File: src/rtl/demapper_sync.sv
`default_nettype none
// ============================================================================
// Module : demapper_sync
// Brief  : Frame-aligning receive demapper with payload extraction, ARQ bit
//          decode and per-frame CRC-8 check; geometry set by parameters.
// Rev    : 1.0
// ============================================================================
module demapper_sync #(
  parameter int         ROWS        = 4,
  parameter int         COLS        = 1040,
  parameter int         OH_COLS     = 16,
  parameter logic [7:0] CRC_POLY    = 8'h07,
  parameter int         SYNC_FRAMES = 2,
  parameter int         LOSS_FRAMES = 3,
  parameter int         CNT_W       = 16
) (
  input  logic             i_clk,
  input  logic             i_rst,
  input  logic [7:0]       i_frame_data,
  input  logic             i_frame_data_valid,
  input  logic             i_frame_data_fas,
  output logic [7:0]       o_pyld_data,
  output logic             o_pyld_data_valid,
  output logic             o_pyld_sof,
  output logic             o_pyld_eof,
  output logic             o_crc_err,
  output logic             o_crc_err_valid,
  output logic             o_arq_en,
  output logic             o_arq_en_valid,
  output logic [7:0]       o_crc_val,
  output logic             o_in_frame,
  output logic [CNT_W-1:0] o_crc_err_cnt
);

  localparam int ROW_W  = $clog2(ROWS);
  localparam int COL_W  = $clog2(COLS);
  localparam int HIT_W  = $clog2(SYNC_FRAMES + 1);
  localparam int MISS_W = $clog2(LOSS_FRAMES + 1);

  localparam logic [ROW_W-1:0]  ROW_LAST      = ROW_W'(ROWS - 1);
  localparam logic [COL_W-1:0]  COL_LAST      = COL_W'(COLS - 1);
  localparam logic [COL_W-1:0]  COL_EOF       = COL_W'(COLS - 2);
  localparam logic [COL_W-1:0]  COL_OH        = COL_W'(OH_COLS);
  localparam logic [HIT_W-1:0]  HIT_TGT       = HIT_W'(SYNC_FRAMES);
  localparam logic [MISS_W-1:0] MISS_TGT      = MISS_W'(LOSS_FRAMES);
  localparam logic              SYNC_ON_FIRST = (SYNC_FRAMES == 1);

  typedef enum logic [1:0] {
    HUNT    = 2'd0,
    PRESYNC = 2'd1,
    SYNC    = 2'd2
  } state_t;

  state_t             state, state_nxt;
  logic [ROW_W-1:0]   row, row_nxt, eff_row;
  logic [COL_W-1:0]   col, col_nxt, eff_col;
  logic [HIT_W-1:0]   hit_cnt, hit_nxt;
  logic [MISS_W-1:0]  miss_cnt, miss_nxt;
  logic               deliver, deliver_nxt;
  logic               take, is_pos0, at_zero;
  logic               is_crc_byte, is_payload, frame_end, crc_bad;
  logic [7:0]         crc_acc, crc_next;
  logic               arq_bit;

  function automatic logic [7:0] crc8_byte(input logic [7:0] crc, input logic [7:0] data);
    logic [7:0] r;
    r = crc ^ data;
    for (int i = 0; i < 8; i++) begin
      r = r[7] ? ((r << 1) ^ CRC_POLY) : (r << 1);
    end
    return r;
  endfunction

  assign at_zero = (row == '0) && (col == '0);

  // take: byte belongs to an aligned frame; is_pos0: byte is (re)treated as frame byte 0
  always_comb begin
    state_nxt   = state;
    row_nxt     = row;
    col_nxt     = col;
    hit_nxt     = hit_cnt;
    miss_nxt    = miss_cnt;
    deliver_nxt = deliver;
    take        = 1'b0;
    is_pos0     = 1'b0;
    eff_row     = row;
    eff_col     = col;
    if (i_frame_data_valid) begin
      case (state)
        HUNT: begin
          if (i_frame_data_fas) begin
            is_pos0     = 1'b1;
            take        = 1'b1;
            hit_nxt     = HIT_W'(1);
            miss_nxt    = '0;
            state_nxt   = SYNC_ON_FIRST ? SYNC : PRESYNC;
            deliver_nxt = SYNC_ON_FIRST;
          end
        end
        PRESYNC: begin
          if (at_zero) begin
            if (i_frame_data_fas) begin
              is_pos0 = 1'b1;
              take    = 1'b1;
              hit_nxt = hit_cnt + HIT_W'(1);
              if (hit_cnt + HIT_W'(1) == HIT_TGT) begin
                state_nxt   = SYNC;
                deliver_nxt = 1'b1;
                miss_nxt    = '0;
              end else begin
                deliver_nxt = 1'b0;
              end
            end else begin
              state_nxt   = HUNT;
              hit_nxt     = '0;
              deliver_nxt = 1'b0;
            end
          end else if (i_frame_data_fas) begin
            is_pos0     = 1'b1;
            take        = 1'b1;
            hit_nxt     = HIT_W'(1);
            deliver_nxt = 1'b0;
          end else begin
            take = 1'b1;
          end
        end
        SYNC: begin
          take = 1'b1;
          if (at_zero) begin
            is_pos0 = 1'b1;
            if (i_frame_data_fas) begin
              miss_nxt    = '0;
              deliver_nxt = 1'b1;
            end else if (miss_cnt + MISS_W'(1) == MISS_TGT) begin
              take        = 1'b0;
              is_pos0     = 1'b0;
              state_nxt   = HUNT;
              miss_nxt    = '0;
              hit_nxt     = '0;
              deliver_nxt = 1'b0;
            end else begin
              miss_nxt    = miss_cnt + MISS_W'(1);
              deliver_nxt = 1'b1;
            end
          end
        end
        default: begin
          state_nxt   = HUNT;
          deliver_nxt = 1'b0;
        end
      endcase
    end
    if (is_pos0) begin
      eff_row = '0;
      eff_col = '0;
    end
    if (take) begin
      if (eff_col == COL_LAST) begin
        col_nxt = '0;
        row_nxt = (eff_row == ROW_LAST) ? '0 : eff_row + ROW_W'(1);
      end else begin
        col_nxt = eff_col + COL_W'(1);
        row_nxt = eff_row;
      end
    end else if (state_nxt == HUNT) begin
      row_nxt = '0;
      col_nxt = '0;
    end
  end

  assign is_crc_byte = (eff_row == ROW_LAST) && (eff_col == COL_LAST);
  assign is_payload  = take && deliver_nxt && (eff_col >= COL_OH) && !is_crc_byte;
  assign frame_end   = take && deliver_nxt && is_crc_byte;
  assign crc_next    = crc8_byte(is_pos0 ? 8'h00 : crc_acc, i_frame_data);
  assign crc_bad     = (crc_acc != i_frame_data);
  assign o_in_frame  = (state == SYNC);

  always_ff @(posedge i_clk) begin
    if (i_rst) begin
      state             <= HUNT;
      row               <= '0;
      col               <= '0;
      hit_cnt           <= '0;
      miss_cnt          <= '0;
      deliver           <= 1'b0;
      crc_acc           <= 8'h00;
      arq_bit           <= 1'b0;
      o_pyld_data       <= 8'h00;
      o_pyld_data_valid <= 1'b0;
      o_pyld_sof        <= 1'b0;
      o_pyld_eof        <= 1'b0;
      o_crc_err         <= 1'b0;
      o_crc_err_valid   <= 1'b0;
      o_arq_en          <= 1'b0;
      o_arq_en_valid    <= 1'b0;
      o_crc_val         <= 8'h00;
      o_crc_err_cnt     <= '0;
    end else begin
      state    <= state_nxt;
      row      <= row_nxt;
      col      <= col_nxt;
      hit_cnt  <= hit_nxt;
      miss_cnt <= miss_nxt;
      deliver  <= deliver_nxt;
      if (take) begin
        if (!is_crc_byte) crc_acc <= crc_next;
        if (is_pos0)      arq_bit <= i_frame_data[0];
      end
      o_pyld_data_valid <= is_payload;
      if (is_payload) o_pyld_data <= i_frame_data;
      o_pyld_sof      <= is_payload && (eff_row == '0) && (eff_col == COL_OH);
      o_pyld_eof      <= is_payload && (eff_row == ROW_LAST) && (eff_col == COL_EOF);
      o_crc_err_valid <= frame_end;
      o_arq_en_valid  <= frame_end;
      if (frame_end) begin
        o_crc_err <= crc_bad;
        o_crc_val <= crc_acc;
        o_arq_en  <= arq_bit;
        if (crc_bad && (o_crc_err_cnt != '1)) o_crc_err_cnt <= o_crc_err_cnt + CNT_W'(1);
      end
    end
  end

endmodule
`default_nettype wire

File: config.mk
export PLATFORM = sky130hd
export DESIGN_NAME = demapper_sync
export DESIGN_NICKNAME = d
export VERILOG_FILES = /design/src/rtl/demapper_sync.sv
export SDC_FILE = /design/constraint.sdc
export NUM_CORES = 1
export LEC_CHECK = 0
export BUFFER_PORTS_ARGS = -buffer_cell sky130_fd_sc_hd__buf_2
export CORE_MARGIN = 1.5
export CORE_UTILIZATION = 25
export CTS_CLUSTER_DIAMETER = 50
export DETAILED_ROUTE_END_ITERATION = 10
export PLACE_DENSITY_LB_ADDON = 0.12
export REMOVE_ABC_BUFFERS = 1
export SLEW_MARGIN = 20
export SYNTH_ARGS = -nofsm -noshare
export SYNTH_HDL_FRONTEND = slang
export SYNTH_SLANG_ARGS = --single-unit
File: constraint.sdc
create_clock -name i_clk -period 6.1 [get_ports i_clk]
set_input_delay 1.83 -clock i_clk [delete_from_list [all_inputs] [get_ports i_clk]]
set_output_delay 1.83 -clock i_clk [all_outputs]
set_load 0.01 [all_outputs]
==> flow_summary.toml, run 1 <==
[setup_path]
crit_type = "input port to register"
r2r_slack_ps = 1520
reg2regPathDepth = 14
rr_endpoint = "col[8]$_SDFFE_PP0P_"
arrival_ps = 5050
crit_family = "simple AND/OR/NAND/NOR gates"
critPathLaunchType = "input port"
cp_common_cell = "nand2_1"
cp.required_ps = 6380
cp-end-kind = "register"
slowest_stage = "or3b_1"
crit_buf_inv = 2
slowest_delay_ps = 410
worstPathMaxFanout = 13
path_cells = "buf_2, or3b_1, nand2_1, o21ai_2, nand2_1, nand2_1, inv_1, ha_1, and3_1, nand3b_1, nor4b_4, nand3_2, or2_1, or3_1, a21oi_1"
r2r_start = "col[6]$_SDFFE_PP0P_"

[min_path]
holdPathEnd = "o_crc_val[2]$_SDFFE_PP0P_"
min-delay-start = "o_crc_val[2]$_SDFFE_PP0P_"
whs_path_depth = 2
hold_path.class = "register to register"

[cts]
numClockSinks = 67
cts_resized = 0
cts-htree-levels = 3
insertion_delay_ps = 340
cts_setup_buffers = 0
clk_path_buf_depth = 2
cts.hold.buffers_added = 0
cts_tree = "done"
clk_pin_slew_ps = 60
numCtsBuffers = 9
cts_root_buffer = "clkbuf_16"

[yosys]
yosysWarningCount = 0
yosysMostFrequentCell = "dfxtp_1"
synth_area_um2 = 3956
yosys.area.top_type_share = 0.3390
syn_inst = 487
yosys-top-cells-count = "dfxtp_1, nand2_1, nor2_1"
synth_area_leader_cell = "dfxtp_1"
async_flop_share = 0
ys_types = 69
yosysSeqAreaShare = 0.3390
synth_edf_count = 0
yosys-top-cells-area = "dfxtp_1, nand2_1, xnor2_1"
syn-mean-instance-area_um2 = 8.124
synth_seq_cells = 67
synthFlopType = "dfxtp_1"

[place]
dp_hpwl_um = 8360
post_dp_cell_area_um2 = 4395
dp_cells = 729
place_ws_ps = 980.7
io_buffers = 51
place_congestion = 0.8630

[finish]
final_cells = 745
syn2layout_area_growth_pct = 18.56
diodes = 0
finalNetCount = 552
drive_above_1_share = 0.1779
finalInstanceArea_um2 = 4691

[power_and_ir_drop]
ir_drop_uv = 138.8
p_leak_nw = 1.889
p_per_area_nw_per_um2 = 259.5

[routing]
drc_errors = 0
first_pass_iters = 5
via_per_inst = 4.934
drtAntennaViolNets = 0
vias = 3676
wire_per_inst_um = 15.23
wl_um = 11350
initialDrtViolationCount = 211

[timing]
drv_slew = 0
max_freq_mhz = 209.3
timing.final.crit_share = 0.7834
relSlewSlack = 0.3946
tightest_slew_ps = 908.1
fin_crit_ps = 4779
finalSetupTns_ps = 0
rsz0062_at_grt = "no"
skew_ps = 6.431
timing.hold.ws_ps = 449.9
setup_viol = 0
final_hold_viol_count = 0
layout_setup_ws_ps = 1321

[global_routing]
grt_pass1_vias = 3511
grt_pass1_wl_um = 18430
grt_max_degree = 47
track_usage = 0.1429
grt_overflow = 0
grt_antenna_before_repair = 0

[floorplan]
core-area_um2 = 15310
die-area_um2 = 16590
io-pin-count = 52
start_util = 0.2583
die-height_um = 128.8
dieWidth_um = 128.8
std_cell_rows = 45

[outcome]
status = "complete, no violations"

[job]
max_cap_violations = 0
per-layer routing:
metal / up-vias / track usage / share of wire
li1: 1817 / - / -
met1: 1748 / 0.1879 / 0.49
met2: 95 / 0.2243 / 0.45
met3: 16 / 0.03992 / 0.049
met4: 0 / 0.05023 / 0.016
met5: - / 0 / 0
stage by stage:
step	util	power, W
5_1_grt	0.3063	0.001282
3_5_place_dp	0.2870	0.0006985
3_3_place_gp	0.2870	0.0006970
2_1_floorplan	-	0.0006365
4_1_cts	0.3063	0.001239
6_report	0.3063	0.001217
cell families (layout without fill, tap and decap cells):
group | Yosys count | in the layout | share of synthesized area
AND/OR/NAND/NOR | 224 | 224 | 0.2989
adder cells (fa/ha/maj) | 11 | 11 | 0.03479
flip-flops | 67 | 67 | 0.3390
buffers and inverters | 43 | 90 | 0.04775
XOR/XNOR | 36 | 36 | 0.08318
multiplexers | 13 | 13 | 0.03321
AO/OA/AOI/OAI | 93 | 93 | 0.1632
area by class of cell:
| type | count | area (um2) |
|---|---|---|
| Clock buffer | 11 | 242.7 |
| Clock inverter | 5 | 52.55 |
| Fill cell | 1696 | 10620 |
| Inverter | 17 | 63.81 |
| Multi-Input combinational cell | 377 | 2426 |
| Sequential cell | 67 | 1341 |
| Tap cell | 211 | 264.0 |
| Timing Repair Buffer | 57 | 300.3 |
worst max path at each step:
stage	startpoint	to	slack, ps	depth (start not counted)
finish	i_frame_data_fas	o_crc_err_cnt[7]$_SDFFE_PP0P_	1320	15
global route	i_frame_data_fas	o_crc_err_cnt[7]$_SDFFE_PP0P_	1040	15
CTS	i_frame_data_fas	o_crc_err_cnt[7]$_SDFFE_PP0P_	1320	15
detailed placement	i_frame_data_fas	o_crc_err_cnt[7]$_SDFFE_PP0P_	980	15
global placement	i_frame_data_fas	o_crc_err_cnt[7]$_SDFFE_PP0P_	1110	15
floorplan	i_frame_data_fas	o_crc_err_cnt[8]$_SDFFE_PP0P_	1170	14
layout by cell type, fill, tap and decap left out, drive strengths merged, types with 3 or more instances in the layout:
cell	n
nand3	24
nor2	42
nand3b	3
dfxtp	67
xnor2	26
o21ai	14
mux2i	12
and3	9
a211oi	4
a31oi	5
a22oi	3
clkinv	3
or3	5
inv	17
nand4	8
a221o	3
nor4b	4
or2	3
a221oi	3
clkbuf	11
xor2	9
a21oi	34
a21o	4
nand2b	6
a211o	5
nand2	62
ha	11
nor3	22
nor2b	9
buf	57
nor4	14
and2	5
worst register-to-register path, stage by stage, from the launching register on:
cell and delay, ps:
dfxtp_1 370, nor4_2 600, nand4b_1 640, o21ai_2 460, nand2_1 200, nand2_1 180, inv_1 70, ha_1 230
and3_1 240, nand3b_1 140, nor4b_4 70, or3_1 430, or3_1 410, nor4_1 330, a221o_1 150
flip-flops by register name, summed over array words and instances, names as in the netlist, 2 cells and up:
signal,flops
miss_cnt,2
hit_cnt,2
o_pyld_data,8
col,11
row,2
o_crc_val,8
o_crc_err_cnt,16
crc_acc,8
state,2
where the power goes:
group          switching (W)  internal, W
registers          0.0000233     0.000453
logic               0.000118    0.0000932
clock network       0.000205     0.000326
No activity file was read; power rests on OpenSTA's default activity.
==> run 2: changes to the inputs <==
==> constraint.sdc (replaced) <==
create_clock -name i_clk -period 4.65 [get_ports i_clk]
set_input_delay 1.395 -clock i_clk [delete_from_list [all_inputs] [get_ports i_clk]]
set_output_delay 1.395 -clock i_clk [all_outputs]
set_load 0.01 [all_outputs]
==> run 2 against run 1 <==
Net effect: clock power is 38% higher; utilization grew 0.39 points; largest power group unchanged; critical path depth is the same; final area rose by 1.3%; critical endpoint unchanged; global-route usage up 0.53 points; setup slack worse by 900 ps; routed wire length is 3.1% higher; worst hold slack is essentially flat; sequential power rose by 31%.
==> flow_summary.toml, run 2 (synthesis gave the netlist of run 1 again) <==
[outcome]
status = "complete, no violations"

[floorplan]
dieWidth_um = 128.8
die-height_um = 128.8
io-pin-count = 52
start_util = 0.2583
core-area_um2 = 15310
std_cell_rows = 45
die-area_um2 = 16590

[cts]
clk_path_buf_depth = 2
cts.hold.buffers_added = 0
clk_pin_slew_ps = 50
cts_root_buffer = "clkbuf_16"
cts_tree = "done"
numClockSinks = 67
cts_resized = 0
numCtsBuffers = 9
cts-htree-levels = 3
insertion_delay_ps = 340
cts_setup_buffers = 0

[timing]
tightest_slew_ps = 812.6
timing.final.crit_share = 0.9098
fin_crit_ps = 4230
drv_slew = 0
final_hold_viol_count = 0
layout_setup_ws_ps = 419.6
relSlewSlack = 0.4582
rsz0062_at_grt = "no"
timing.hold.ws_ps = 449.8
setup_viol = 0
skew_ps = 7.822
max_freq_mhz = 236.4
finalSetupTns_ps = 0

[global_routing]
grt_antenna_before_repair = 0
track_usage = 0.1482
grt_pass1_wl_um = 18980
grt_overflow = 0
grt_max_degree = 40
grt_pass1_vias = 3630

[setup_path]
arrival_ps = 4500
crit_type = "input port to register"
worstPathMaxFanout = 9
cp-end-kind = "register"
crit_path_start = "i_frame_data_fas"
slowest_stage = "or3b_1"
path_cells = "buf_2, or3b_1, nand2_1, o21ai_2, nand2_1, nand2_1, inv_1, ha_1, and3_1, nand3b_1, nor4b_4, nand3_2, or2_1, or3_1, a21oi_1"
cp.required_ps = 4910
r2r_start = "col[0]$_SDFFE_PP0P_"
critPathLaunchType = "input port"
cp_common_cell = "nand2_1"
slowest_delay_ps = 390

[finish]
finalNetCount = 558
top_regs = "o_crc_err_cnt (16), col (11)"
finalCoreUtilization = 0.3102
syn2layout_area_growth_pct = 20.08
largest_reg_flops = 16
fillers = 1667
drive_above_1_share = 0.1852
layout_commonest_cell = "dfxtp_1"
layout_common_cells = "dfxtp_1, nand2_1, buf_2"
diodes = 0
largest-register = "o_crc_err_cnt"

[power_and_ir_drop]
ir_drop_uv = 184.1
power_w = 0.001637
p_per_area_nw_per_um2 = 344.5
p_leak_nw = 1.921

[min_path]
min-delay-start = "o_crc_val[2]$_SDFFE_PP0P_"
hold_path.class = "register to register"

[routing]
wl_met2_um = 5355
highest_layer = "met4"
via_per_inst = 4.891
initialDrtViolationCount = 186
first_pass_iters = 4
drtAntennaViolNets = 0
met3_length_um = 564
wire_per_inst_um = 15.58
vias = 3673
wl_met1_um = 5635
wl_um = 11700
drc_errors = 0

[job]
max_cap_violations = 0

[place]
place_congestion = 0.8398
dp_hpwl_um = 8465
place_ws_ps = 87.76
io_buffers = 51
[run 2: cell types whose count changed in the layout (fill, tap and decap cells not counted), sizes merged]
cell	delta
clkinv	-1
buf	+6
bufinv	+1
[run 2: worst max-delay path: cells and delay by family]
| kind | cells | cell delay (ps) |
|---|---|---|
| simple gates | 10 | 2430 |
| buf+inv | 2 | 190 |
| compound gates | 2 | 250 |
| fa+ha+maj | 1 | 210 |
[run 2: path summary, 6_finish.rpt]
path,endpoint,slack [ps],cells past startpoint
setup / recovery,o_crc_err_cnt[7]$_SDFFE_PP0P_,420,15
hold / removal,o_crc_val[2]$_SDFFE_PP0P_,450,2
setup reg to reg,col[8]$_SDFFE_PP0P_,600,15
hold reg to reg,o_crc_val[2]$_SDFFE_PP0P_,450,2
[run 2: final cells by class]
class,count,area (um2),share of cell area
Tap cell,211,264.0,0.05557
Timing Repair Buffer,63,345.3,0.07269
Inverter,17,63.81,0.01343
Clock inverter,5,77.57,0.01633
Sequential cell,67,1341,0.2823
Clock buffer,11,232.7,0.04899
Multi-Input combinational cell,377,2426,0.5107
[run 2: where the power goes]
group | total [W] | switching [W] | internal, W
clock network | 0.000729 | 0.000262 | 0.000468
logic | 0.000283 | 0.000159 | 0.000125
registers | 0.000624 | 0.0000301 | 0.000594
[run 2: per-layer routing]
metal,vias to the layer above,global-route usage
met5,-,0
met4,0,0.05420
met3,14,0.03659
met2,84,0.2394
met1,1741,0.1915
li1,1834,-
[run 2: metrics by stage]
stage / instances / cell area (um2)
4_1_cts: 751 / 4751
3_5_place_dp: 735 / 4441
6_report: 751 / 4751
5_1_grt: 751 / 4751
2_1_floorplan: 461 / 3831
3_3_place_gp: 735 / 4441
